==> config.mk <==
export PLATFORM = sky130hd
export DESIGN_NAME = instr_fetch_unit
export DESIGN_NICKNAME = d
export VERILOG_FILES = /design/src/rtl/instr_fetch_unit.sv
export SDC_FILE = /design/constraint.sdc
export NUM_CORES = 1
export LEC_CHECK = 0
export CORE_ASPECT_RATIO = 1.5
export CORE_MARGIN = 2
export CORE_UTILIZATION = 47
export CTS_BUF_LIST = sky130_fd_sc_hd__clkbuf_16
export CTS_CLUSTER_DIAMETER = 50
export DETAILED_ROUTE_END_ITERATION = 10
export GPL_TIMING_DRIVEN = 0
export PLACE_DENSITY_LB_ADDON = 0.2
export SYNTH_ARGS = -nofsm -noshare
export SYNTH_HDL_FRONTEND = slang
export SYNTH_SLANG_ARGS = --single-unit
==> constraint.sdc <==
create_clock -name clk -period 3 [get_ports clk]
set_input_delay 0.9 -clock clk [delete_from_list [all_inputs] [get_ports clk]]
set_output_delay 0.9 -clock clk [all_outputs]
set_load 0.01 [all_outputs]
==> src/rtl/instr_fetch_unit.sv <==
// rtl/instr_fetch_unit.sv - RV32I fetch unit: PC, Imem request, response FIFO, redirect
module instr_fetch_unit #(
   parameter int               WIDTH    = 32,
   parameter logic [WIDTH-1:0] RESET_PC = '0,
   parameter int               DEPTH    = 2
) (
   input  logic             clk,
   input  logic             rst_n,
   output logic [WIDTH-1:0] iaddr,
   input  logic [WIDTH-1:0] idata,
   output logic             out_valid,
   input  logic             out_ready,
   output logic [WIDTH-1:0] out_instr,
   output logic [WIDTH-1:0] out_pc,
   input  logic             redirect_valid,
   input  logic [WIDTH-1:0] redirect_pc
);

   localparam int AW = (DEPTH > 1) ? $clog2(DEPTH) : 1;
   localparam int CW = $clog2(DEPTH) + 1;

   logic [WIDTH-1:0] pc;
   logic [WIDTH-1:0] req_pc;
   logic             req_valid;

   logic [WIDTH-1:0] fifo_instr [DEPTH];
   logic [WIDTH-1:0] fifo_pc    [DEPTH];
   logic [AW-1:0]    rd_ptr;
   logic [AW-1:0]    wr_ptr;
   logic [CW-1:0]    count;

   logic             pop;
   logic             push;
   logic             issue;
   logic [CW:0]      occ;

   // Handshake and credit: only issue a read when its response is guaranteed a FIFO slot
   always_comb begin
      pop   = 1'b0;
      push  = 1'b0;
      issue = 1'b0;
      occ   = '0;
      pop   = (count != '0) && out_ready && !redirect_valid;
      push  = req_valid && !redirect_valid;
      occ   = {1'b0, count} + (CW+1)'(req_valid) - (CW+1)'(pop);
      issue = !redirect_valid && (occ < (CW+1)'(DEPTH));
   end

   // Outputs come straight from PC and the FIFO head storage
   always_comb begin
      iaddr     = {2'b00, pc[WIDTH-1:2]};
      out_valid = (count != '0);
      out_instr = fifo_instr[rd_ptr];
      out_pc    = fifo_pc[rd_ptr];
   end

   // PC and in-flight request tracking; redirect wins over everything else
   always_ff @(posedge clk or negedge rst_n) begin
      if (!rst_n) begin
         pc        <= RESET_PC;
         req_valid <= 1'b0;
         req_pc    <= '0;
      end else if (redirect_valid) begin
         pc        <= redirect_pc & ~(WIDTH'(3));
         req_valid <= 1'b0;
      end else if (issue) begin
         req_valid <= 1'b1;
         req_pc    <= pc;
         pc        <= pc + WIDTH'(4);
      end else begin
         req_valid <= 1'b0;
      end
   end

   // Response FIFO: push captured {req_pc, idata}, pop on accept, flush on redirect
   always_ff @(posedge clk or negedge rst_n) begin
      if (!rst_n) begin
         rd_ptr <= '0;
         wr_ptr <= '0;
         count  <= '0;
         for (int i = 0; i < DEPTH; i++) begin
            fifo_instr[i] <= '0;
            fifo_pc[i]    <= '0;
         end
      end else if (redirect_valid) begin
         rd_ptr <= '0;
         wr_ptr <= '0;
         count  <= '0;
      end else begin
         if (push) begin
            fifo_instr[wr_ptr] <= idata;
            fifo_pc[wr_ptr]    <= req_pc;
            wr_ptr             <= wr_ptr + AW'(1);
         end
         if (pop) begin
            rd_ptr <= rd_ptr + AW'(1);
         end
         count <= count + CW'(push) - CW'(pop);
      end
   end

endmodule
* Word level (Yosys, flattened, before mapping)
Index checks and enable logic that the tools add are counted. W data, S select, Z words.
Word-level totals: flip-flop bits (word level) 197, output and inout bits 97, word-level logic and storage cells 55
Operators by class: add/sub/neg operators 7, $lt $le $gt $ge 4, muxes and demuxes 19, bitwise operators 3, reduce and logical (&&, ||, !) cells 12
Operators with widths (number):
- $mux W32 | 9
- $bwmux W64 | 2
- $add A32 B3 Y32 const B | 1
- $demux W32 S1 | 1
- $reduce_bool A2 Y1 | 4
- $mux W1 | 6
- $logic_and A1 B1 Y1 | 5
- $ge A2 B2 Y1 const B | 2
- $not A1 Y2 | 2
- $reduce_and A2 Y1 | 2
- $add A2 B1 Y3 | 1
- $lt A3 B2 Y1 const B | 1
- $sub A3 B1 Y3 | 1
- $add A1 B1 Y1 const B | 2
- $add A2 B1 Y2 | 1
- $lt A2 B1 Y1 const B | 1
- $mux W2 | 1
- $sub A2 B1 Y2 | 1
- $logic_not A1 Y1 | 1
- $not A1 Y1 | 1

* Longest topological paths before layout
Gate-level depths: netlist of the first run.
word-level depth 8, gate-level depth with buffers 11, mapped depth without buffers 8

* Worst setup path after synthesis of the first run
No wires, ideal clock.
path type input to register, start input port redirect_valid, end register pc[20], library setup time 82 ps, arrival 3444 ps, required time 2918 ps, slack -526 ps, cell stages on the path 8, buffers on the path 1, cell sequence nor4bb_1 > o21ai_0 > fa_1 > xor2_2 > or4_4 > buf_6 > or4_1 > a31oi_1
Between the ends: word-level cells in the longest chain between the ends 6, elaborated cells on any way between the ends 7
RTL lines:
- start: declaration | line 15 | input logic redirect_valid,
- $logic_not A1 Y1 | line 43, 46
- $logic_and A1 B1 Y1 | line 43 | pop = (count != '0) && out_ready && !redirect_valid;
- $sub A3 B1 Y3 | line 45 | occ = {1'b0, count} + (CW+1)'(req_valid) - (CW+1)'(pop);
- $lt A3 B2 Y1 | line 46 | issue = !redirect_valid && (occ < (CW+1)'(DEPTH));
- $logic_and A1 B1 Y1 | line 46
- $reduce_bool A2 Y1 (no source line)
- end signal: assignment | line 64 | pc <= redirect_pc & ~(WIDTH'(3));
- end signal: assignment | line 69 | pc <= pc + WIDTH'(4);
- end: declaration | line 22 | logic [WIDTH-1:0] pc;
Parallel ways exist; a longest one is shown, timed or not. A chain may end at the register's enable or synchronous reset.

* Final worst setup path of the first run
start input port redirect_valid, end register pc[26]
The elaborated chain is that of the path after synthesis.

==> results of run 1 <==
-- cell type report --
| type | count | area share [%] |
|---|---|---|
| Multi-Input combinational cell | 398 | 32.4 |
| Inverter | 4 | 0.152 |
| Buffer | 42 | 2.65 |
| Sequential cell | 189 | 40.9 |
| Clock buffer | 17 | 3.68 |
| Timing Repair Buffer | 180 | 16.1 |
| Tap cell | 217 | 2.35 |
| Clock inverter | 15 | 1.70 |
-- cell families (layout without fill, tap and decap cells) --
kind of cell | Yosys count | after routing | share of synthesized area (%)
buffers and inverters | 47 | 258 | 2.43
AND/OR/NAND/NOR | 108 | 108 | 7.06
other | 1 | 4 | 0.0441
XOR/XNOR | 12 | 12 | 1.33
flip-flops | 189 | 189 | 55.7
adder cells (fa/ha/maj) | 3 | 3 | 0.530
AO/OA/AOI/OAI | 54 | 54 | 4.18
multiplexers | 217 | 217 | 28.8
-- cell usage after synthesis, drive strengths merged (2+ instances only) --
master	count	share of area (%)
a21oi	2	0.12
o31a	3	0.31
nor4	3	0.22
xnor2	7	0.72
ha	2	0.29
nand2b	5	0.37
nor4b	2	0.21
nor2	23	1.0
or4	20	1.8
a31oi	18	1.3
nor3	3	0.18
xor2	5	0.60
nand2	21	0.93
buf	12	0.88
dfrtp	189	56
o31ai	16	1.4
clkbuf	31	1.4
nand3	11	0.65
mux2	216	29
nand4	8	0.59
inv	4	0.18
and4	3	0.31
o21ai	11	0.65
nor4bb	2	0.24
nor3b	2	0.18
-- report_power, final --
part	total (W)	leakage, nW	switching (W)	internal (W)
Sequential	0.00437	2.22	0.000683	0.00368
Clock	0.00236	0.307	0.00108	0.00128
Combinational	0.00465	2.47	0.00178	0.00287
Total	0.0114	5.00	0.00355	0.00783
-- flip-flops by register name, summed over array words and instances (netlist names) --
signal	flops
req_valid	1
count	2
fifo_instr	64
pc	30
wr_ptr	1
fifo_pc	60
rd_ptr	1
req_pc	30
-- cell usage in the layout (no fill, tap or decap), types with 15 or more instances in the layout --
cell type / count
mux2_2: 216
clkbuf_16: 18
clkdlybuf4s50_1: 111
buf_4: 22
dlymetal6s2s_1: 33
dfrtp_1: 187
nand2_1: 20
a31oi_1: 15
clkbuf_1: 21
nor2_1: 23
-- worst max path at each step --
stage,slack (ns),depth (start not counted),end
after floorplan,-0.22,8,pc[28]
after global placement,-6.39,1,fifo_pc[27]
after detailed placement,-1.19,12,pc[26]
after CTS,-0.14,9,pc[27]
after global routing,-0.23,10,pc[29]
final,-0.16,10,pc[26]
-- layer usage --
metal	wire [um]	global-route usage (%)	up-vias	share of wire, %
li1	-	-	2701	-
met1	8030	24.8	2955	39
met2	11100	39.6	195	54
met3	1030	4.58	35	5.0
met4	511	8.48	0	2.5
met5	0	0	-	0
-- through the flow --
stage                TNS, ns  power (W)  cell area (um^2)
floorplan              -3.22    0.00702              8590
global placement    -1305.05    0.00889             10400
detailed placement   -103.48    0.00910             10500
CTS                    -1.42     0.0116             11400
global route           -3.40     0.0120             11600
finish                 -2.06     0.0114             11600
-- repair_timing --
| item | 4_1_cts | 5_1_grt |
|---|---|---|
| buffers inserted | 17 | 3 |
| endpoints found under the setup margin | 118 | 74 |
| cloned | 1 | 0 |
| resized for setup | 61 | 52 |
| pin swaps | 16 | 9 |
| hold endpoints to repair | 0 | 0 |
==> summary.md, run 1 <==
| Metric | Value |
|---|---|
| Status | `finished, violations left` |
| Failing checks | `negative setup slack` |
| DIE WIDTH | `approximately 110 um` |
| Syn Area/Cell | `approximately 13 um^2` |
| WP data required | `roughly 3.4 ns` |
| I/O pin count | `around 170` |
| Die area | `between 15,000 and 20,000 um^2` |
| Share of layout cells above drive strength 1 | `a little under two fifths` |
| Clk Latency, worst-skew pair | `roughly 0.43 ns` |
| Tcrit/Tclk final | `105%` |
| Seq/Total Area, Yosys | `55.7%` |
| Sequential Area | `around 4700 um^2` |
| Area of the multi-input gates | `around 3700 um^2` |
| Hold WS | `around 0.38 ns` |
| Final setup margin | `-0.165 ns` |
| Initial antenna violation count | `0` |
| Mapped Cells | `approximately 630` |
| HP Class | `in -> async` |
| Initial Utilization | `a little under half` |
| EDFF count, synth | `0` |
| CP startpoint | `redirect_valid` |
| Port Buffers | `158` |
| Main synth FF type | `dfrtp_1` |
| Via-to-Cell Ratio | `5.54` |
| Worst-path maximum fanout | `5` |
| DP Wirelength | `around 14,000 um` |
| Setup crit end kind | `flop` |
| Final Net Count | `about 900` |
| Initial drt markers | `349` |
| WP data arrival | `3.51 ns` |
| Final core occ | `65.0%` |
| Worst slew pin tran | `between 0.6 and 0.7 ns` |
| Slowest cell on the critical path | `fa_2` |
| Row count | `60` |
| Total global routing overflow | `0` |
| Clock sink count | `between 150 and 200` |
| CTS tree | `built` |
| FF-to-FF setup slack | `-0.08 ns` |
| Hold Buf Count CTS | `0` |
| DIE HEIGHT | `169 um` |
| Vias in the first global route | `about 6,400` |
| #FFs+latches synth | `~190` |
| Post-layout minimum cycle time | `~3.2 ns` |
| DRT Wirelength | `slightly above 20,000 um` |
| Largest net degree at the start of global routing | `130` |
| Slew Limit Fails | `0` |
| Diodes inserted | `0` |
| Routed length per instance | `19.5 um` |
| Worst path bufs/invs | `3` |
| Warnings, synthesis | `0` |
| Setup WS pre-CTS | `-1.19 ns` |
| RR Endpoint | `pc[26]` |
| Post-route clock skew | `0.00924 ns` |
| Syn Std Cell Area | `8490 um^2` |
| Yosys cell types | `between 40 and 50` |
| Drt first pass iters | `6` |
| Final setup fails | `19` |
| Reg2reg path depth | `9` |
| CP Launch Type | `input port` |
| Maxcap violations | `0` |
| RSZ-0062 raised after global routing | `true` |
| Fill cells | `~1,400` |
| First-pass GRT wire length | `roughly 33,000 um` |
| Fin. Hold Viols | `0` |
| Peak supply drop | `0.000492 V` |
| Antenna Violating Nets Remaining | `0` |
| Num CTS Buffers | `17` |
| Total GRT Usage | `between 20% and 30%` |
| Routability cong. | `0.863` |
| Cells after DPL | `just over 1,000` |
| Critical path's top delay family | `simple AND/OR/NAND/NOR gates` |
| DR vias | `a little under 6,000` |
| Clock Tree Root | `clkbuf_16` |
| Ys async rst share | `100%` |
| Pwr/cell area | `about 1000 nW/um^2` |
| Area grow syn2layout | `36.1%` |
| Critical Path Max Stage Delay | `about 0.58 ns` |
| Fin cells | `1,062` |
| Static leakage | `roughly 5.0 nW` |
| Max clock buf depth | `2` |
| Slew margin rel. | `a little over half` |
| Core area | `~18,000 um^2` |
| DR DRC count | `0` |
| WS Path Type | `in -> reg` |
| Crit path cell chain | `buf_12, nor4bb_4, o21ai_2, fa_2, buf_4, nand2_4, or4_4, buf_6, or4_1, a31oi_1` |
| H-Tree Depth | `4` |
| Reg2reg start | `count[0]` |
| Worst-path clk slew | `roughly 0.070 ns` |
| Fmax | `0.316 GHz` |
Note: power is estimated with default switching activity, not from simulation.
==> run 2: changes to the inputs <==
--- a/config.mk
+++ b/config.mk
@@ -5,9 +5,11 @@
 export SDC_FILE = /design/constraint.sdc
 export NUM_CORES = 1
 export LEC_CHECK = 0
+export CELL_PAD_IN_SITES_DETAIL_PLACEMENT = 1
+export CELL_PAD_IN_SITES_GLOBAL_PLACEMENT = 1
 export CORE_ASPECT_RATIO = 1.5
 export CORE_MARGIN = 2
-export CORE_UTILIZATION = 47
+export CORE_UTILIZATION = 38
 export CTS_BUF_LIST = sky130_fd_sc_hd__clkbuf_16
 export CTS_CLUSTER_DIAMETER = 50
 export DETAILED_ROUTE_END_ITERATION = 10
==> summary.md, run 2 (synthesis results as in run 1) <==
| Metric | Value |
|---|---|
| Status | `finished, violations left` |
| Failing checks | `negative setup slack` |
| DP Wirelength | `about 16,000 um` |
| Worst slew pin tran | `about 0.8 ns` |
| Peak supply drop | `around 0.0006 V` |
| Share of layout cells above drive strength 1 | `between 30% and 40%` |
| Fin. Hold Viols | `0` |
| Core area | `around 22,000 um^2` |
| WS Path Type | `in -> reg` |
| Total global routing overflow | `0` |
| Area grow syn2layout | `36.1%` |
| Most common cell after layout, fill and taps aside | `mux2_2` |
| I/O pin count | `roughly 170` |
| Slew margin rel. | `a little under half` |
| Initial antenna violation count | `0` |
| Final setup fails | `15` |
| Maxcap violations | `0` |
| Port Buffers | `about 160` |
| WP data required | `around 3.4 ns` |
| Routability cong. | `0.836` |
| CP Launch Type | `input port` |
| DIE HEIGHT | `approximately 190 um` |
| Worst-path clk slew | `approximately 0.070 ns` |
| Antenna Violating Nets Remaining | `0` |
| Hold WS | `0.503 ns` |
| Clk Latency, worst-skew pair | `0.43 ns` |
| Commonest cells after routing, fill and taps aside | `mux2_2, dfrtp_1, clkdlybuf4s50_1` |
| Die area | `~24,000 um^2` |
| First-pass GRT wire length | `37,300 um` |
| CTS tree | `built` |
| Final Net Count | `899` |
| Initial Utilization | `38.4%` |
| Tcrit/Tclk final | `103%` |
| Largest register FFs | `64` |
| Setup TNS Final | `-0.818 ns` |
| Most flop-heavy register | `fifo_instr` |
| DRT Wirelength | `about 24,000 um` |
| Crit path cell chain | `buf_12, nor4bb_4, o21ai_2, fa_2, buf_6, nand2_4, or4_4, buf_8, or4_4, a31oi_1` |
| Post-layout minimum cycle time | `a little over 3 ns` |
| Clock sink count | `~190` |
| Biggest registers after layout | `fifo_instr x64, fifo_pc x60` |
| DIE WIDTH | `126 um` |
| Routed length per instance | `21.1 um` |
| Post-route clock skew | `a little over 0.007 ns` |
| Pwr/cell area | `between 900 and 1000 nW/um^2` |
| Diodes inserted | `0` |
| Num CTS Buffers | `17` |
| RSZ-0062 raised after global routing | `true` |
| Vias in the first global route | `approximately 6,700` |
| Initial drt markers | `217` |
| Final core occ | `between 50% and 60%` |
| Max clock buf depth | `2` |
| Slowest cell on the critical path | `fa_2` |
| Via-to-Cell Ratio | `5.33` |
| Total GRT Usage | `between 20% and 30%` |
| Final setup margin | `-0.0990 ns` |
| Largest net degree at the start of global routing | `104` |
| DR DRC count | `0` |
| Tot Pwr | `roughly 0.011 W` |
| Row count | `between 60 and 70` |
| Static leakage | `around 4.6 nW` |
| Worst path bufs/invs | `3` |
| Fmax | `between 0.3 and 0.4 GHz` |
| Setup WS pre-CTS | `-1.23 ns` |
| Worst path most repeated cell | `or4_4` |
| Slew Limit Fails | `0` |
| Fill cells | `2,224` |
| H-Tree Depth | `4` |
| Clock Tree Root | `clkbuf_16` |
| DR vias | `around 6,000` |
| Setup crit end kind | `flop` |
| Critical Path Max Stage Delay | `just under 0.6 ns` |
| Worst-path maximum fanout | `10` |
| Drt first pass iters | `6` |
| WP data arrival | `3.46 ns` |
| Critical path's top delay family | `simple AND/OR/NAND/NOR gates` |
| HP Class | `reg -> reg` |
==> run 2: path summary, 6_finish.rpt <==
check / slack (ns) / to / cells past startpoint / startpoint
setup reg to reg: -0.02 / pc[28] / 9 / count[0]
hold / removal: 0.50 / fifo_instr[11] / 1 / fifo_instr[11]
min in group asynchronous: 0.51 / fifo_instr[60] / 1 / rst_n
hold reg to reg: 0.50 / fifo_instr[11] / 1 / fifo_instr[11]
max in group asynchronous: 1.53 / rd_ptr / 2 / rst_n
setup / recovery: -0.1 / pc[28] / 10 / redirect_valid
==> run 2: stage by stage <==
step           area [um^2]  instances
3_3_place_gp         10500       1068
6_report             11600       1117
2_1_floorplan         8590        634
5_1_grt              11600       1117
3_5_place_dp         10500       1069
4_1_cts              11400       1111
==> run 2: cell type report <==
| type | count | area [um^2] | share of cell area, % |
|---|---|---|---|
| Buffer | 42 | 279 | 2.41 |
| Inverter | 4 | 17.5 | 0.151 |
| Clock buffer | 17 | 425 | 3.68 |
| Clock inverter | 15 | 115 | 0.995 |
| Sequential cell | 189 | 4730 | 40.9 |
| Tap cell | 276 | 345 | 2.99 |
| Timing Repair Buffer | 175 | 1810 | 15.7 |
| Multi-Input combinational cell | 399 | 3840 | 33.2 |
==> run 2: timing repair <==
item                                    in CTS  in global routing
pin swaps                                   13                 12
setup buffers                               10                  4
hold buffers                                 0                  0
resized for setup                           52                 32
hold endpoints to repair                     0                  0
endpoints found under the setup margin     139                 89
cloned                                       1                  2
==> run 2: layer usage <==
layer  up-vias  share of wire (%)  global-route usage [%]
li1       2698                  -                       -
met1      3071                 40                    23.6
met2       153                 54                    36.0
met3        30                4.6                    4.98
met4         0                1.6                    5.83
met5         -                  0                       0
==> run 2: power by group <==
| part | leakage (nW) | total [W] | internal (W) | switching [W] |
|---|---|---|---|---|
| registers | 2.22 | 0.00441 | 0.00369 | 0.000721 |
| logic | 2.16 | 0.00490 | 0.00300 | 0.00191 |
| clock network | 0.258 | 0.00210 | 0.00107 | 0.00102 |
